==> config.mk <==
export PLATFORM = sky130hd
export DESIGN_NAME = ift_taint_monitor
export DESIGN_NICKNAME = d
export VERILOG_FILES = /design/src/rtl/ift_taint_monitor.sv
export SDC_FILE = /design/constraint.sdc
export NUM_CORES = 1
export LEC_CHECK = 0
export CAP_MARGIN = 20
export CORE_ASPECT_RATIO = 1.5
export CORE_MARGIN = 10
export CORE_UTILIZATION = 40
export CTS_CLUSTER_SIZE = 8
export DETAILED_ROUTE_END_ITERATION = 10
export HOLD_SLACK_MARGIN = 0.1
export PLACE_DENSITY = 0.67
export SLEW_MARGIN = 10
export SYNTH_ARGS = -nofsm -noshare
export SYNTH_HDL_FRONTEND = slang
export SYNTH_SLANG_ARGS = --single-unit
==> constraint.sdc <==
create_clock -name clk -period 3.6 [get_ports clk]
set_input_delay 0.72 -clock clk [delete_from_list [all_inputs] [get_ports clk]]
set_output_delay 0.72 -clock clk [all_outputs]
set_load 0.1 [all_outputs]
==> src/rtl/ift_taint_monitor.sv <==
// ift_taint_monitor: observes a DUT output bit and its taint vector.
// Timestamps every change of {c, c_t} into a small event FIFO, records the
// first tainted cycle and counts tainted cycles for latency/propagation studies.
module ift_taint_monitor #(
  parameter int TAINT_W    = 32,
  parameter int TS_W       = 32,
  parameter int FIFO_DEPTH = 8
) (
  input  logic                      clk,
  input  logic                      rst,
  input  logic                      arm,
  input  logic                      stop,
  input  logic                      c,
  input  logic [TAINT_W-1:0]        c_t,
  output logic                      evt_valid,
  input  logic                      evt_ready,
  output logic [TS_W+TAINT_W:0]     evt_data,
  output logic                      first_seen,
  output logic [TS_W-1:0]           first_time,
  output logic [TS_W-1:0]           taint_cycles,
  output logic                      overflow,
  output logic                      active
);

  localparam int EW = TS_W + TAINT_W + 1;
  localparam int AW = (FIFO_DEPTH > 1) ? $clog2(FIFO_DEPTH) : 1;
  localparam logic [AW:0]     FULL_CNT = FIFO_DEPTH[AW:0];
  localparam logic [TS_W-1:0] TS_MAX   = {TS_W{1'b1}};

  typedef enum logic [1:0] {
    IDLE     = 2'd0,
    ARMED    = 2'd1,
    TRACKING = 2'd2
  } state_t;

  state_t            state;
  state_t            state_next;
  logic [TS_W-1:0]   ts;
  logic [TAINT_W:0]  prev;
  logic [EW-1:0]     mem [FIFO_DEPTH];
  logic [AW-1:0]     wr_ptr;
  logic [AW-1:0]     rd_ptr;
  logic [AW:0]       count;

  logic              in_active;
  logic              tainted;
  logic [TAINT_W:0]  cur;
  logic              push;
  logic              pop;
  logic              accept;
  logic              drop;

  // Event detection and FIFO handshake decisions for the current cycle.
  always_comb begin
    in_active = (state != IDLE);
    tainted   = (c_t != {TAINT_W{1'b0}});
    cur       = {c, c_t};
    push      = in_active & ~arm & (cur != prev);
    pop       = (count != {(AW+1){1'b0}}) & evt_ready;
    // A full FIFO still accepts a push when the head leaves in the same cycle.
    accept    = push & ((count != FULL_CNT) | pop);
    drop      = push & ~accept;
  end

  // Next-state logic; arm restarts from any state and beats stop.
  always_comb begin
    state_next = state;
    if (arm) begin
      state_next = ARMED;
    end else begin
      case (state)
        IDLE:     state_next = IDLE;
        ARMED:    state_next = stop ? IDLE : (tainted ? TRACKING : ARMED);
        TRACKING: state_next = stop ? IDLE : TRACKING;
        default:  state_next = IDLE;
      endcase
    end
  end

  // State register with a registered copy of the active flag.
  always_ff @(posedge clk) begin
    if (rst) begin
      state  <= IDLE;
      active <= 1'b0;
    end else begin
      state  <= state_next;
      active <= (state_next != IDLE);
    end
  end

  // Timestamp, change history, first-taint capture, taint count and overflow.
  always_ff @(posedge clk) begin
    if (rst) begin
      ts           <= {TS_W{1'b0}};
      prev         <= {(TAINT_W+1){1'b0}};
      first_seen   <= 1'b0;
      first_time   <= {TS_W{1'b0}};
      taint_cycles <= {TS_W{1'b0}};
      overflow     <= 1'b0;
    end else if (arm) begin
      ts           <= {TS_W{1'b0}};
      prev         <= cur;
      first_seen   <= 1'b0;
      first_time   <= {TS_W{1'b0}};
      taint_cycles <= {TS_W{1'b0}};
      overflow     <= 1'b0;
    end else if (in_active) begin
      prev <= cur;
      if (ts != TS_MAX) begin
        ts <= ts + TS_W'(1);
      end else begin
        ts <= ts;
      end
      if ((state == ARMED) && tainted) begin
        first_seen <= 1'b1;
        first_time <= ts;
      end else begin
        first_seen <= first_seen;
        first_time <= first_time;
      end
      if (tainted && (taint_cycles != TS_MAX)) begin
        taint_cycles <= taint_cycles + TS_W'(1);
      end else begin
        taint_cycles <= taint_cycles;
      end
      if (drop) begin
        overflow <= 1'b1;
      end else begin
        overflow <= overflow;
      end
    end else begin
      ts           <= ts;
      prev         <= prev;
      first_seen   <= first_seen;
      first_time   <= first_time;
      taint_cycles <= taint_cycles;
      overflow     <= overflow;
    end
  end

  // Event FIFO storage, pointers and occupancy; reset clears the contents.
  always_ff @(posedge clk) begin
    if (rst) begin
      for (int i = 0; i < FIFO_DEPTH; i++) begin
        mem[i] <= {EW{1'b0}};
      end
      wr_ptr <= {AW{1'b0}};
      rd_ptr <= {AW{1'b0}};
      count  <= {(AW+1){1'b0}};
    end else begin
      if (accept) begin
        mem[wr_ptr] <= {ts, c_t, c};
        wr_ptr      <= wr_ptr + AW'(1);
      end else begin
        wr_ptr <= wr_ptr;
      end
      if (pop) begin
        rd_ptr <= rd_ptr + AW'(1);
      end else begin
        rd_ptr <= rd_ptr;
      end
      case ({accept, pop})
        2'b10:   count <= count + (AW+1)'(1);
        2'b01:   count <= count - (AW+1)'(1);
        default: count <= count;
      endcase
    end
  end

  // Head of the FIFO is presented straight from storage registers.
  always_comb begin
    evt_valid = (count != {(AW+1){1'b0}});
    evt_data  = mem[rd_ptr];
  end

endmodule
Word level (Yosys, flattened, before mapping) --
Memory sizes are Yosys's and may differ from the RTL's. A register that Yosys moved wholly into a read port is not among the register bits. Cells that the tools add are included.
Operators by class: add/subtract/negate cells 6, multiplexer cells 18, eq/ne operators 8, reductions and logical operators 14, bitwise logic cells 8
Operators with widths (count):
- $mux 33 | 2
- $mux 65 | 1
- $reduce_or 65->1 | 1
- $add 32x1->32 const B | 2
- $ne 32x32->1 const B | 2
- $ne 33x33->1 | 1
- $reduce_bool 32->1 | 1
- $mux 3 | 3
- $mux 2 | 4
- $pmux 4 s2 | 1
- $reduce_and 2->1 | 4
- $reduce_bool 2->1 | 4
- $add 3x1->3 const B | 2
- $mux 1 | 6
- $and 1x1->1 | 5
- $add 4x1->4 const B | 1
- $eq 2x1->1 const B | 2
- $eq 2x2->1 const B | 2
- $ne 4x4->1 const B | 1
- $pmux 2 s2 | 1
- $reduce_bool 4->1 | 1
- $sub 4x1->4 const B | 1
- $logic_and 1x1->1 | 2
- $not 1->1 | 2
- other kinds (2) | 2
Word-level totals: memory bits (writable) 520, memories 1, bits in registers 144
Memory list:
- mem | depth 8, width 65, read ports 1, clocked after memory_dff 1, wr ports 8, line 40 | logic [EW-1:0] mem [FIFO_DEPTH];

Logic depth before layout (Yosys ltp) --
Gate-level depths: netlist (run 1).
depth in word-level cells 9, depth in mapped cells 11, depth with buffers taken out 10

Worst setup path before layout (run 1) --
Ideal clock, no wire load.
path kind input port to flip-flop, start in arm, end mem mem[5][0] (netlist bit), enable pin, arrival time 3.127 ns, cell stages on the path 5, setup time 0.427 ns, slack 0.047 ns, data required time 3.173 ns, cells stage by stage clkbuf_1 > nor2_1 > o31ai_4 > nor2_1 > a41o_1
RTL lines:
- from (decl) | line 11 | input logic arm,
- to (decl) | line 40

Final worst setup path (run 1) --
start in c_t[6], end reg count[3]
Between the ends: cells in the longest elaborated chain, start to end 5, elaborated cells on any way between the ends 7, those cells by class eq/ne: 3; mux: 1; bitwise: 2; reduce/logical: 1
Ends and longest elaborated chain:
- from (decl) | line 14 | input logic [TAINT_W-1:0] c_t,
- $ne 33x33->1 (*) | line 58 | push = in_active & ~arm & (cur != prev);
- $and 1x1->1 (*) | line 58
- $and 1x1->1 (*) | line 61 | accept = push & ((count != FULL_CNT) | pop);
- $eq 2x1->1 / $eq 2x2->1 (equally long branches) | line 162 | case ({accept, pop})
- $pmux 4 s2 / $reduce_bool 2->1 (equally long branches)
- to (signal assigned) | line 163 | 2'b10: count <= count + (AW+1)'(1);
- to (signal assigned) | line 164 | 2'b01: count <= count - (AW+1)'(1);
- to (signal assigned) | line 165 | default: count <= count;
- to (decl) | line 43 | logic [AW:0] count;
Mark *: on every way between the ends. The rest lies on a longest branch, timed or not. A chain may end at the register's enable or synchronous reset.

==> results.json, run 1 <==
{
  "p_sw_uw": 6930,
  "core_area_um2": 73600,
  "crit_type": "primary input to flop",
  "path_delay_family": "compound AO/OA/AOI/OAI gates",
  "final_max_slew_viol_count": 0,
  "row_count": 122,
  "status": "completed",
  "finalCriticalPeriod_ns": 3.44,
  "synth_common_cells": "nor2_1, edfxtp_1, nand2_1",
  "fmax_mhz": 291,
  "synthAdderAreaFrac": 0.00449,
  "htree_levels": 3,
  "ctsHoldBuffers": 0,
  "wl_um": 81900,
  "syn_nets": 2341,
  "sw_frac_of_total": 0.311,
  "ant_nets": 0,
  "synth_top_area_frac": 0.529,
  "peakVddDrop_mv": 0.377,
  "crit_chain": "clkdlybuf4s50_1, xor2_1, nor4_2, buf_4, nand4_1, o41ai_2, ha_1, a21o_1, a21oi_2, nor3b_1, a221oi_2, mux2_1",
  "clk_pin_slew_ns": 0.05,
  "tritoncts": "built",
  "crit_fanout": 3,
  "rsz0062_at_grt": "no",
  "worstPathRequired_ns": 4.11,
  "setup_viol": 0,
  "comb_power_share": 0.247,
  "use_met2": 0.337,
  "synth_cell_types": 61,
  "detail_route.iter0.violations": 1775,
  "synthTopCellsByArea": "edfxtp_1, dfxtp_1, mux4_2, nor2_1, mux2_2",
  "dp_hpwl_um": 52000,
  "gp_congestion": 0.872,
  "fin_crit_sh": 0.955,
  "wl_per_cell_um": 22.8,
  "clock_power_share": 0.359,
  "crit_path_end_kind": "flop",
  "grt_start_max_net_pins": 79,
  "die_w_um": 242,
  "io_pins": 171,
  "use_met3": 0.0328,
  "synth_edf_count": 520,
  "cp_slowest_cell": "clkdlybuf4s50_1",
  "drive_gt1_frac": 0.213,
  "die_area_um2": 85300,
  "clockRootBuffer": "clkbuf_16",
  "relSlewSlack": 0.305,
  "first_pass_iters": 6,
  "drc": 0,
  "hold_ws_ns": 0.448,
  "grt-busiest-layer": "met2",
  "syn-cell-area_um2": 29500,
  "synth-compound-area-share": 0.0216,
  "maxCapViolations": 0,
  "grt_pass1_wl_um": 124000,
  "postSynthCellCount": 2293,
  "post-place-cells": 3428,
  "yosysMostFrequentCell": "nor2_1",
  "cts_made_buffers": 93,
  "worstMarginPinSlew_ns": 1.04,
  "yosysTopAreaCell": "edfxtp_1",
  "area_delta_synth_final_pct": 21.3,
  "seq_area_frac_synth": 0.628,
  "initial_core_util": 0.401,
  "async_flop_share": 0,
  "cellLeakagePower_uw": 0.0124,
  "overflow": 0,
  "instances_no_fill": 3599,
  "numPortBuffers": 170,
  "grt_use_total": 0.189,
  "ys.flop_type": "edfxtp_1",
  "crit_arrival_ns": 3.95,
  "antenna_found_initial": 3,
  "viasPerCell": 5.37,
  "syn_avg_cell_area_um2": 12.9,
  "synth-simple-area-share": 0.155,
  "critPathMaxStageDelay_ns": 0.56,
  "fp.dieH_um": 353,
  "cts.sinks": 667,
  "intPower_uw": 15400,
  "synth_xor_area_frac": 0.0234,
  "clk_latency_ns": 0.64,
  "vias": 19300,
  "crit_buf_inv": 2,
  "cp-start-kind": "primary input",
  "grt_pass1_vias": 20300,
  "yosys_register_bits": 667,
  "yosysWarnings": 0,
  "power_density_nw_per_um2": 622,
  "synth_top_family_by_area": "simple AND/OR/NAND/NOR gates",
  "hold_class": "flop to flop",
  "skew_ns": 0.0270,
  "seqPwrFrac": 0.394,
  "hold_viol_final": 0,
  "nNetsFinal": 2581,
  "synthMuxAreaShare": 0.138,
  "cts.path.max_buffers": 3,
  "grtUsageMet1": 0.216,
  "fin_tns_setup_ns": 0
}
## worst register-to-register path, cell delays in order (launching register included)
cell	delay, ns
dfxtp_1	0.31
xor2_1	0.24
nor4_2	0.32
buf_4	0.14
nand4_1	0.22
o41ai_2	0.41
ha_1	0.31
a21o_1	0.19
a21oi_2	0.20
nor3b_1	0.09
a221oi_2	0.24
mux2_1	0.34
## per-stage QoR
stage / util / setup slack (ns) / instance area (µm²) / power [µW]
6_report: 0.487 / 0.161 / 35800 / 22300
2_1_floorplan: - / 0.0469 / 29500 / 12900
4_1_cts: 0.487 / 0.0552 / 35800 / 22500
3_5_place_dp: 0.451 / -0.471 / 33200 / 14500
5_1_grt: 0.487 / 0.0118 / 35800 / 23000
3_3_place_gp: 0.451 / -0.484 / 33200 / 14400
## layer usage
layer	vias up	part of all wire
met1	9649	0.37
met2	744	0.52
li1	8743	-
met5	-	0.00016
met3	175	0.066
met4	2	0.042
## layout make-up
| type | count | area [µm²] |
|---|---|---|
| timing repair buffer | 301 | 3120 |
| fill | 6454 | 37700 |
| multi-input combinational | 1455 | 10200 |
| antenna | 1 | 2.50 |
| tap | 992 | 1240 |
| clock buffer | 162 | 2590 |
| sequential | 667 | 18600 |
| inverter | 15 | 56.3 |
| clock inverter | 6 | 63.8 |
## worst paths after layout
check,from,slack (ns),to,depth (start not counted)
setup reg to reg,prev[6]$_SDFFE_PP0P_,0.48,count[3]$_SDFFE_PP0P_,11
hold / removal,first_seen$_SDFFE_PP0P_,0.45,first_seen$_SDFFE_PP0P_,2
setup / recovery,c_t[6],0.16,count[3]$_SDFFE_PP0P_,12
hold reg to reg,first_seen$_SDFFE_PP0P_,0.45,first_seen$_SDFFE_PP0P_,2
## registers in the layout, indices dropped and copies added (netlist names), named ones only
name / flops
rd_ptr: 3
taint_cycles: 32
prev: 33
first_time: 32
ts: 32
count: 4
state: 2
overflow: 1
active: 1
mem: 520
first_seen: 1
wr_ptr: 3
## power groups by stage
stage	sequential, µW	combinational [µW]	clock (µW)
after floorplan	8810	4080	0
after global placement	8900	5550	0
after detailed placement	8930	5570	0
after CTS	8780	5600	8160
after global routing	8800	5750	8460
final	8770	5510	8010
## cells in the final DEF (no fill, tap or decap), types with 3 or more instances in the layout
cell,instances
and2_1,12
and4_1,8
nor4_1,33
and3_1,14
a31o_2,3
mux4_2,130
nor3_1,13
nor4b_1,5
mux2_2,68
buf_4,163
clkbuf_1,69
nand3_1,23
nand2b_1,75
clkdlybuf4s50_1,83
dfxtp_4,4
nor2b_1,3
ha_1,9
xnor2_1,34
clkbuf_16,93
inv_1,15
a31oi_1,3
inv_6,3
or3_1,16
a21oi_1,50
dfxtp_1,143
nand4_1,21
edfxtp_1,520
o21ai_0,12
nand2_1,174
buf_12,52
mux2i_1,36
or2_2,3
nor2_1,612
xor2_1,45
or4_1,4
## cell families (layout without fill, tap and decap cells)
| kind of cell | count (synthesis) | count (layout) |
|---|---|---|
| AOI/OAI and AO/OA | 96 | 96 |
| xor gates and xnor gates | 79 | 79 |
| adders and majority gates | 10 | 10 |
| buffers and inverters | 171 | 484 |
| DFF | 667 | 667 |
| muxes | 235 | 235 |
| other | 0 | 1 |
| and+or+nand+nor | 1035 | 1035 |
## timing repair
item	in CTS	in global routing
pin swaps	0	1
setup buffers	0	1
endpoints found under the setup margin	1	1
resized for setup	1	2
Power figures use the tool's default switching activity.
==> inputs of run 2 (changes only) <==
--- a/config.mk
+++ b/config.mk
@@ -5,14 +5,15 @@
 export SDC_FILE = /design/constraint.sdc
 export NUM_CORES = 1
 export LEC_CHECK = 0
-export CAP_MARGIN = 20
+export CAP_MARGIN = 5
 export CORE_ASPECT_RATIO = 1.5
 export CORE_MARGIN = 10
 export CORE_UTILIZATION = 40
-export CTS_CLUSTER_SIZE = 8
+export CTS_CLUSTER_SIZE = 30
 export DETAILED_ROUTE_END_ITERATION = 10
 export HOLD_SLACK_MARGIN = 0.1
 export PLACE_DENSITY = 0.67
+export SETUP_SLACK_MARGIN = 0.2
 export SLEW_MARGIN = 10
 export SYNTH_ARGS = -nofsm -noshare
 export SYNTH_HDL_FRONTEND = slang
==> run 2 against run 1 <==
Highest routed layer unchanged. Register-to-register slack improved by 0.06 ns. Utilization fell by 0.37 points. Sequential power fell by 0.8%. Via count decreased by 0.12%.
==> results.json, run 2 (same netlist as run 1, synthesis figures left out) <==
{
  "core_area_um2": 73600,
  "clk_pin_slew_ns": 0.06,
  "wl_met1_um": 30800,
  "layout_common_cells": "nor2_1, edfxtp_1, nand2_1, buf_4, dfxtp_1",
  "top_layer_used": "met5",
  "sw_frac_of_total": 0.315,
  "skew_ns": 0.0268,
  "final_util": 0.483,
  "setup_viol": 0,
  "crit_type": "flop to output pin",
  "detail_route.iter0.violations": 1731,
  "cp-start-kind": "flop",
  "p_total_uw": 21400,
  "htree_levels": 3,
  "overflow": 0,
  "cts.path.max_buffers": 3,
  "rsz0062_at_grt": "yes",
  "grt_use_total": 0.188,
  "die_area_um2": 85300,
  "cellLeakagePower_uw": 0.0123,
  "gp_congestion": 0.854,
  "io_pins": 171,
  "met2_length_um": 43700,
  "post-place-cells": 3430,
  "instances_no_fill": 3555,
  "drc": 0,
  "ctsHoldBuffers": 0,
  "maxCapViolations": 0,
  "cp_slowest_cell": "mux4_2",
  "nNetsFinal": 2556,
  "diodes": 0,
  "die_w_um": 242,
  "reg.largest.list": "mem: 520 flops, prev: 33 flops",
  "setup_ws_ns": 0.272,
  "first_pass_iters": 7,
  "postCtsSetupBuffers": 0,
  "power_density_nw_per_um2": 601,
  "fin_crit_sh": 0.924,
  "clockRootBuffer": "clkbuf_16",
  "finalCriticalPeriod_ns": 3.33,
  "crit_fanout": 58,
  "dp_hpwl_um": 52300,
  "worstPathRequired_ns": 2.88,
  "pre_cts_ws_ns": -0.785,
  "hold_viol_final": 0,
  "clock_power_share": 0.330,
  "seqPwrFrac": 0.407,
  "regMostFlops": "mem",
  "viasPerCell": 5.43,
  "final_max_slew_viol_count": 0,
  "crit_path_end_kind": "output pin",
  "ant_nets": 0,
  "final_common_cell": "nor2_1",
  "crit_arrival_ns": 2.61,
  "p_sw_uw": 6730,
  "hp-start": "prev[19]$_SDFFE_PP0P_",
  "intPower_uw": 14600,
  "drive_gt1_frac": 0.219,
  "grt_start_max_net_pins": 89,
  "peakVddDrop_mv": 0.368,
  "crit_chain": "buf_16, mux4_2, mux2_2, buf_4",
  "numPortBuffers": 170,
  "hold_class": "flop to flop",
  "wl_um": 82100,
  "critPathMaxStageDelay_ns": 0.58,
  "cts_made_buffers": 68,
  "wl_per_cell_um": 23.1,
  "fin_tns_setup_ns": 0,
  "initial_core_util": 0.401,
  "grt_pass1_vias": 19900,
  "status": "completed",
  "comb_power_share": 0.263,
  "wl_met3_um": 4930,
  "antenna_found_initial": 2,
  "regToRegStartpoint": "state[0]$_SDFF_PP0_",
  "cts.sinks": 667,
  "vias": 19300,
  "largest_register_ffs": 520,
  "crit_buf_inv": 2,
  "fp.dieH_um": 353,
  "relSlewSlack": 0.156,
  "row_count": 122,
  "worstMarginPinSlew_ns": 1.25,
  "clk_latency_ns": 0.62,
  "grt_pass1_wl_um": 124000,
  "fmax_mhz": 300,
  "path_delay_family": "multiplexers",
  "tritoncts": "built",
  "area_delta_synth_final_pct": 20.4
}
run 2: cell count changes in the layout (fill, tap and decap cells not counted), sizes merged, moves of 2 or more:
cell and delta:
clkbuf -67, clkinv +12, clkinvlp +6, bufinv +4
clkdlybuf4s50 -3, buf +2, dlymetal6s2s +2
run 2: path summary, 6_finish.rpt:
path                                   end  slack (ns)  cells past startpoint
min                  prev[19]$_SDFFE_PP0P_        0.46                      2
max                           evt_data[48]        0.27                      4
min reg2reg          prev[19]$_SDFFE_PP0P_        0.46                      2
max reg2reg  taint_cycles[23]$_SDFFE_PP0P_        0.54                      7
run 2: layout make-up:
class | instances | area (µm²)
Inverter | 15 | 56.3
Clock inverter | 29 | 292
Tap cell | 992 | 1240
Clock buffer | 96 | 1930
Fill cell | 6423 | 38000
Sequential cell | 667 | 18600
Timing Repair Buffer | 301 | 3240
Multi-Input combinational cell | 1455 | 10200
run 2: timing repair:
action                                  in CTS  in global routing
pin swaps                                    0                  1
endpoints found under the setup margin     595                 16
resized for setup                            3                  7
run 2: through the flow:
| stage | area (µm²) | hold WS [ns] |
|---|---|---|
| 2_1_floorplan | 29500 | 0.444 |
| 3_3_place_gp | 33300 | 0.450 |
| 3_5_place_dp | 33300 | 0.456 |
| 4_1_cts | 35500 | 0.465 |
| 5_1_grt | 35600 | 0.484 |
| 6_report | 35600 | 0.460 |
run 2: worst reg2reg max path: stages, from the launching register on:
cell and delay (ns):
dfxtp_1 0.35, inv_1 0.07, ha_1 0.45, o21bai_2 0.39, buf_4 0.20, nor4_1 1.05, a31oi_1 0.18, a41o_1 0.24
run 2: routing by layer:
| layer | vias up | GRT usage |
|---|---|---|
| met5 | - | 0 |
| met1 | 9712 | 0.219 |
| met4 | 2 | 0.0800 |
| li1 | 8664 | - |
| met3 | 136 | 0.0271 |
| met2 | 776 | 0.340 |
run 2: power groups by stage:
stage          sequential [µW]  combinational (µW)  clock (µW)
2_1_floorplan             8810                4090           0
3_3_place_gp              8840                5660           0
3_5_place_dp              8870                5680           0
4_1_cts                   8700                5700        7160
5_1_grt                   8720                5880        7430
6_report                  8700                5620        7050
==> inputs of run 3 (changes only) <==
--- a/config.mk
+++ b/config.mk
@@ -13,6 +13,7 @@
 export DETAILED_ROUTE_END_ITERATION = 10
 export HOLD_SLACK_MARGIN = 0.1
 export PLACE_DENSITY = 0.67
+export REMOVE_ABC_BUFFERS = 1
 export SETUP_SLACK_MARGIN = 0.2
 export SLEW_MARGIN = 10
 export SYNTH_ARGS = -nofsm -noshare
==> run 3 against run 2 <==
Routed wire length is 0.98% lower. Sequential power hardly changed. Utilization up 0.48 points.
==> results.json, run 3 (same netlist as run 1, synthesis figures left out) <==
{
  "status": "completed",
  "hold_class": "flop to flop",
  "cts.path.max_buffers": 3,
  "cpMostUsedCell": "buf_4",
  "reg.largest.list": "mem: 520 flops, prev: 33 flops",
  "area_delta_synth_final_pct": 21.6,
  "die_w_um": 242,
  "grt_start_max_net_pins": 74,
  "wl_per_cell_um": 22.9,
  "final_common_cell": "nor2_1",
  "crit_chain": "clkdlybuf4s50_1, xor2_1, nor4_2, nand4_1, buf_4, o41ai_2, buf_4, ha_1, a21o_1, a21oi_2, buf_4, nor2b_1, a221oi_2, mux2_1",
  "crit_type": "primary input to flop",
  "drc": 0,
  "drive_gt1_frac": 0.216,
  "maxCapViolations": 0,
  "fmax_mhz": 302,
  "crit_buf_inv": 4,
  "relSlewSlack": 0.319,
  "die_area_um2": 85300,
  "crit_fanout": 4,
  "clockRootBuffer": "clkbuf_16",
  "setup_viol": 0,
  "dp_hpwl_um": 52400,
  "row_count": 122,
  "path_delay_family": "buffers and inverters",
  "layout_common_cells": "nor2_1, edfxtp_1, nand2_1, dfxtp_1, mux4_2",
  "clk_pin_slew_ns": 0.06,
  "critPathMaxStageDelay_ns": 0.50,
  "final_util": 0.488,
  "clk_latency_ns": 0.60,
  "worstMarginPinSlew_ns": 1.02,
  "overflow": 0,
  "fin_tns_setup_ns": 0,
  "htree_levels": 3,
  "fin_crit_sh": 0.921,
  "gp_congestion": 0.848,
  "cp_slowest_cell": "clkdlybuf4s50_1",
  "fp.dieH_um": 353,
  "rsz0062_at_grt": "no",
  "ctsHoldBuffers": 0,
  "detail_route.iter0.violations": 1597,
  "finalCriticalPeriod_ns": 3.32,
  "nNetsFinal": 2561,
  "first_pass_iters": 5,
  "diodes": 0,
  "skew_ns": 0.0228,
  "core_area_um2": 73600,
  "pre_cts_ws_ns": -0.462,
  "ant_nets": 0,
  "final_max_slew_viol_count": 0,
  "worstPathRequired_ns": 4.07,
  "initial_core_util": 0.401,
  "setup_ws_ns": 0.284,
  "numPortBuffers": 170,
  "antenna_found_initial": 0,
  "tritoncts": "built",
  "cp-start-kind": "primary input",
  "p_total_uw": 21500,
  "grt_pass1_vias": 20100,
  "cts.sinks": 667,
  "hold_viol_final": 0,
  "cts_made_buffers": 67,
  "crit_arrival_ns": 3.78,
  "power_density_nw_per_um2": 599,
  "grt_use_total": 0.188,
  "grt_pass1_wl_um": 123000,
  "peakVddDrop_mv": 0.355,
  "wl_um": 81300,
  "cellLeakagePower_uw": 0.0125,
  "io_pins": 171,
  "vias": 19300,
  "largest_register_ffs": 520,
  "crit_path_end_kind": "flop",
  "viasPerCell": 5.43,
  "regMostFlops": "mem"
}
[run 3: changes by cell type in the layout (fill, tap and decap cells not counted), sizes merged]
cell	change
clkbuf	-14
clkinvlp	-5
inv	+2
clkinv	+9
dlymetal6s2s	+1
dlygate4sd2	+2
bufinv	+1
buf	-1
clkdlybuf4s50	+4
[run 3: final timing paths]
path,start,end,slack (ns),cells after the start
setup / recovery,c_t[22],count[3]$_SDFFE_PP0P_,0.28,14
hold / removal,first_seen$_SDFFE_PP0P_,first_seen$_SDFFE_PP0P_,0.45,2
setup reg to reg,count[3]$_SDFFE_PP0P_,count[3]$_SDFFE_PP0P_,0.47,12
hold reg to reg,first_seen$_SDFFE_PP0P_,first_seen$_SDFFE_PP0P_,0.45,2
[run 3: area by class of cell]
| cell class | count | area [µm²] |
|---|---|---|
| repair buffers | 307 | 3690 |
| multi-input cells | 1455 | 10200 |
| clock inverters | 36 | 328 |
| fillers | 6383 | 37700 |
| inverters | 15 | 56.3 |
| clock buffers | 82 | 1800 |
| flip-flops and latches | 667 | 18600 |
| well taps | 992 | 1240 |
[run 3: worst register-to-register path: stages, from the launching register on]
cell and delay (ns):
dfxtp_1 0.34, or4_1 0.68, and2_0 0.25, o21ai_0 0.14
o41ai_2 0.13, buf_4 0.17, ha_1 0.27, a21o_1 0.19
a21oi_2 0.16, buf_4 0.14, nor2b_1 0.17, a221oi_2 0.06
mux2_1 0.32
[run 3: report_power, final]
part / switching (µW) / internal, µW
clock: 2920 / 3940
sequential: 137 / 8560
combinational: 3670 / 2280
[run 3: through the flow]
step	cell area (µm²)	hold slack (ns)	std cells
after floorplan	28700	0.438	2137
after global placement	33700	0.436	3436
after detailed placement	33700	0.437	3436
after CTS	35900	0.456	3554
after global routing	35900	0.458	3554
final	35900	0.453	3554
[run 3: timing repair]
action                     in CTS  in global routing
pin swaps                       4                  3
buffers inserted                0                  0
gates cloned                    0                  0
setup endpoints to repair       1                  1
gates resized for setup         3                  7
[run 3: layer usage]
| layer | GRT usage | vias to the layer above | routed length [µm] |
|---|---|---|---|
| met5 | 0 | - | 0 |
| met2 | 0.337 | 737 | 43100 |
| met4 | 0.0790 | 0 | 2810 |
| met1 | 0.216 | 9763 | 29900 |
| met3 | 0.0334 | 135 | 5560 |
| li1 | - | 8674 | - |
